[src/rtl/div_seq_ctrl.sv]
// div_seq_ctrl: digit-serial long division driving one shared narrow div stage.
// Define DIV_SEQ_ROUND_EN for round-to-nearest on non-zero divisors.
module div_seq_ctrl #(
  parameter int NUMER_W = 8,
  parameter int DENOM_W = 4
) (
  input  logic                 clk,
  input  logic                 rst_n,
  input  logic                 in_valid,
  output logic                 in_ready,
  input  logic [NUMER_W-1:0]   numer,
  input  logic [DENOM_W-1:0]   denom,
  output logic [2*DENOM_W-1:0] stg_numer,
  output logic [DENOM_W-1:0]   stg_denom,
  input  logic [2*DENOM_W-1:0] stg_quot,
  input  logic [DENOM_W-1:0]   stg_rem,
  output logic                 out_valid,
  input  logic                 out_ready,
  output logic [NUMER_W-1:0]   quot,
  output logic [DENOM_W-1:0]   rem,
  output logic                 div_zero
);
  localparam int STEPS = NUMER_W / DENOM_W;
  localparam int CW = (STEPS > 1) ? $clog2(STEPS) : 1;

  typedef enum logic [1:0] {
    S_IDLE,
    S_CALC,
    S_DONE
  } state_e;

  state_e state_q, state_d;

  logic               init_q;
  logic [NUMER_W-1:0] num_q;
  logic [DENOM_W-1:0] den_q;
  logic [DENOM_W-1:0] rr_q;
  logic [NUMER_W-1:0] q_q;
  logic [CW-1:0]      step_q;
  logic [NUMER_W-1:0] quot_q;
  logic [DENOM_W-1:0] rem_q;
  logic               dz_q;

  logic               accept;
  logic               calc;
  logic               last;
  logic [NUMER_W-1:0] q_nx;
  logic [NUMER_W-1:0] quot_fin;
  logic               unused_hi;

  // rem_reg < denom keeps the stage quotient inside DENOM_W bits
  assign unused_hi = ^stg_quot[2*DENOM_W-1:DENOM_W];

  assign accept = in_valid && in_ready;
  assign calc   = (state_q == S_CALC);
  assign last   = (step_q == CW'(STEPS - 1));
  assign q_nx   = (q_q << DENOM_W)
                | NUMER_W'(stg_quot[DENOM_W-1:0]);

`ifdef DIV_SEQ_ROUND_EN
  logic rnd_up;
  assign rnd_up = ({1'b0, stg_rem} << 1) >= {1'b0, den_q};
  assign quot_fin = (rnd_up && (q_nx != '1))
                  ? q_nx + NUMER_W'(1) : q_nx;
`else
  assign quot_fin = q_nx;
`endif

  always_ff @(posedge clk or negedge rst_n) begin
    if (!rst_n) begin
      state_q <= S_IDLE;
      init_q  <= 1'b0;
    end else begin
      state_q <= state_d;
      init_q  <= 1'b1;
    end
  end

  always_comb begin
    state_d = state_q;
    unique case (state_q)
      S_IDLE: begin
        if (accept)
          state_d = (denom == '0) ? S_DONE : S_CALC;
      end
      S_CALC: begin
        if (last) state_d = S_DONE;
      end
      S_DONE: begin
        if (out_ready) state_d = S_IDLE;
      end
      default: state_d = S_IDLE;
    endcase
  end

  always_comb begin
    in_ready  = 1'b0;
    out_valid = 1'b0;
    stg_numer = '0;
    stg_denom = '0;
    unique case (1'b1)
      (state_q == S_IDLE): in_ready = init_q;
      (state_q == S_CALC): begin
        stg_numer = {rr_q, num_q[NUMER_W-1 -: DENOM_W]};
        stg_denom = den_q;
      end
      (state_q == S_DONE): out_valid = 1'b1;
      default: ;
    endcase
  end

  always_ff @(posedge clk or negedge rst_n) begin
    if (!rst_n) begin
      num_q  <= '0;
      den_q  <= '0;
      rr_q   <= '0;
      q_q    <= '0;
      step_q <= '0;
      quot_q <= '0;
      rem_q  <= '0;
      dz_q   <= 1'b0;
    end else if (accept) begin
      num_q  <= numer;
      den_q  <= denom;
      rr_q   <= '0;
      q_q    <= '0;
      step_q <= '0;
      if (denom == '0) begin
        quot_q <= '1;
        rem_q  <= '0;
        dz_q   <= 1'b1;
      end else begin
        dz_q   <= 1'b0;
      end
    end else if (calc) begin
      rr_q   <= stg_rem;
      q_q    <= q_nx;
      num_q  <= num_q << DENOM_W;
      step_q <= step_q + CW'(1);
      if (last) begin
        quot_q <= quot_fin;
        rem_q  <= stg_rem;
      end
    end
  end

  assign quot     = quot_q;
  assign rem      = rem_q;
  assign div_zero = dz_q;

endmodule

[config.mk]
export PLATFORM = sky130hd
export DESIGN_NAME = div_seq_ctrl
export DESIGN_NICKNAME = d
export VERILOG_FILES = /design/src/rtl/div_seq_ctrl.sv
export SDC_FILE = /design/constraint.sdc
export NUM_CORES = 1
export LEC_CHECK = 0
export ABC_AREA = 1
export CAP_MARGIN = 20
export CORE_ASPECT_RATIO = 2
export CORE_MARGIN = 2
export CORE_UTILIZATION = 45
export DETAILED_ROUTE_END_ITERATION = 10
export PLACE_DENSITY = 0.79
export SETUP_SLACK_MARGIN = 0.02
export SKIP_LAST_GASP = 1
export SYNTH_ARGS = -nofsm -noshare
export SYNTH_HDL_FRONTEND = slang
export SYNTH_SLANG_ARGS = --single-unit
[constraint.sdc]
create_clock -name clk -period 1.55 [get_ports clk]
set_input_delay 0.155 -clock clk [delete_from_list [all_inputs] [get_ports clk]]
set_output_delay 0.155 -clock clk [all_outputs]
set_load 0.01 [all_outputs]
==> impl_metrics.py <==
metrics = {
    "placement": {
        "place_congestion": 0.697,
        "post-dp-hpwl_microns": 2630,
        "dp_cells": 304,
        "portBuffers": 50,
    },
    "timing": {
        "finalHoldViolations": 0,
        "holdWs_ps": 405,
        "skew_ps": 9.03,
        "fin_crit_sh": 0.939,
        "finalMaxSlewViolations": 0,
        "setup-violations-final": 0,
        "rsz0062_at_grt": "yes",
        "min_period_ps": 1460,
        "fmax_mhz": 687,
    },
    "critical_path": {
        "cp_top_family": "simple AND/OR/NAND/NOR gates",
        "crit_type": "reg -> reg",
        "crit_required_ps": 1720,
        "cp_slowest_cell": "dfrtp_1",
        "crit_path_end_kind": "register",
        "crit_path_cell_trace": "buf_6 > nor2_4 > nand3_4 > nand2_8 > clkinvlp_4 > nand2_1 > nand3_1",
        "critPathArrivalTime_ps": 1620,
        "crit_buf_inv": 2,
        "worst_setup_path_start_kind": "register",
        "cpPeakStageDelay_ps": 440,
        "cp_max_fo": 8,
    },
    "drt": {
        "vias": 1473,
        "first_iter_violations": 23,
        "wl_per_cell_microns": 11.2,
        "dr.pass1.iters": 4,
        "wirelength_microns": 3560,
        "drc_errors": 0,
        "vias_per_cell": 4.63,
        "ant_nets": 0,
    },
    "logic_synthesis": {
        "synth.most_common_cell": "nand2_1",
        "ys_async_sr_fraction": 1.00,
        "ys.flop_type": "dfrtp_1",
        "synth_edf_count": 0,
        "ys_ff_latch": 37,
        "synthTopCellsByArea": "dfrtp_1 55%, nand2_1 14%, inv_1 6.5%, nor2_1 6.0%, nand3_1 5.1%",
        "synth_area_leader_cell": "dfrtp_1",
        "synth_area_sq_um": 1680,
        "yosysTopAreaCellShare": 0.551,
        "yosysUniqueCellTypes": 20,
        "syn_nets": 234,
        "yosysWarnings": 0,
        "syn-instance-count": 206,
        "ys_top_cells_by_count": "62 x nand2_1, 37 x dfrtp_1, 29 x inv_1",
        "seq_area_frac_synth": 0.551,
        "synth_area_per_cell_sq_um": 8.16,
    },
    "floorplanning": {
        "dieArea_sq_um": 4270,
        "die_width_microns": 47.2,
        "start_util": 0.466,
        "io-pin-count": 55,
        "fp.dieH_microns": 90.5,
        "num_rows": 31,
        "fp.coreArea_sq_um": 3610,
    },
    "final_layout": {
        "fin_cells": 318,
        "multi_input_area_sq_um": 619,
        "diodes": 0,
        "area_growth_pct": 40.2,
        "utilization": 0.653,
        "nFillCells": 327,
        "drive_above_1_share": 0.164,
        "layout.nets": 296,
        "regArea_sq_um": 926,
    },
    "global_routing": {
        "grt_overflow_total": 0,
        "track_usage": 0.189,
        "grt_pass1_vias": 1445,
        "antenna_found_initial": 0,
        "grt_max_degree": 38,
        "grt_pass1_wl_microns": 5980,
    },
    "cts": {
        "cts_tree": "built",
        "insertion_delay_ps": 290,
        "cts_sinks": 37,
        "cts_root_buf": "clkbuf_8",
        "clk_pin_slew_ps": 80,
        "clk_path_buf_depth": 2,
        "cts_htree_levels": 2,
        "cts_buffers": 5,
    },
    "power_and_ir_drop": {
        "leakagePower_uw": 0.00123,
        "total_power_uw": 4160,
        "peakVddDrop_v": 0.00133,
        "power_density_nw_per_um2": 1770,
    },
    "flow_run": {
        "maxCapViolCount": 0,
    },
    "worst_hold_path": {
        "hold_path_class": "in -> reg",
    },
    "run_status": {
        "status": "finished clean",
    },
}
## worst min-delay path, cell delays in order
cell             delay (ps)
clkdlybuf4s50_1         390
nand2_1                  60
nand2_1                  50
## through the flow
step                setup slack [ps]  area (sq um)  setup TNS, ps
detailed placement              45.5          2230              0
CTS                            -46.3          2350           -284
floorplan                        309          1680              0
finish                          94.2          2360              0
global route                   -5.36          2360          -5.36
global placement                64.8          2230              0
## cell type report
| cell class | count | share of cell area |
|---|---|---|
| inverters | 32 | 0.0541 |
| well taps | 49 | 0.0260 |
| clock inverters | 1 | 0.00212 |
| multi-input cells | 131 | 0.263 |
| repair buffers | 61 | 0.221 |
| flip-flops and latches | 37 | 0.393 |
| clock buffers | 7 | 0.0409 |
## final timing paths
| path | slack [ps] | end | start | cells past startpoint |
|---|---|---|---|---|
| setup / recovery | 90 | num_q[6] | state_q[1] | 7 |
| hold / removal | 400 | num_q[1] | numer[1] | 3 |
| setup reg to reg | 90 | num_q[6] | state_q[1] | 7 |
| hold reg to reg | 470 | quot[5] | quot[5] | 2 |
| max in group asynchronous | 750 | q_q[3] | rst_n | 3 |
| min in group asynchronous | 480 | rr_q[1] | rst_n | 3 |
## cell usage in the layout, fill, tap and decap left out
cell type,instances
nand3_1,17
dfrtp_1,37
clkbuf_2,12
conb_1,1
clkinv_2,2
clkbuf_8,7
nand2_2,2
clkdlybuf4s50_1,35
nand3_4,1
dlygate4sd3_1,1
nor2_1,27
inv_1,28
o21ai_1,1
buf_4,9
buf_6,1
nand2_1,61
nand2_4,1
nand4_1,4
dlygate4sd2_1,2
nand2_8,2
inv_2,1
o21bai_1,1
o21ai_0,9
o21a_1,1
nor2_4,2
clkinvlp_4,1
inv_4,1
nor2_2,1
buf_2,1
## per-layer routing
metal | vias to the layer above | part of all wire | global-route usage
li1 | 745 | - | -
met1 | 678 | 0.36 | 0.197
met2 | 39 | 0.57 | 0.325
met3 | 11 | 0.035 | 0.0500
met4 | 0 | 0.031 | 0.0856
met5 | - | 0 | 0
## report_power, final
part           total [uW]  internal [uW]  switching, uW
combinational        1850            832           1010
sequential           1590           1380            212
clock                 725            401            324
total                4160           2610           1550
## cells by family after synthesis
kind of cell	share of synthesized area
AOI/OAI and AO/OA	0.0387
and+or+nand+nor	0.312
DFF	0.551
buffers and inverters	0.0960
other	0.00223
## repair_timing
action	4_1_cts	5_1_grt
endpoints found under the setup margin	14	40
endpoints found under the hold margin	37	0
setup buffers	2	4
hold buffers	1	0
gates resized for setup	15	31
pin swaps	0	3
Note: power is estimated with default switching activity, not from simulation.
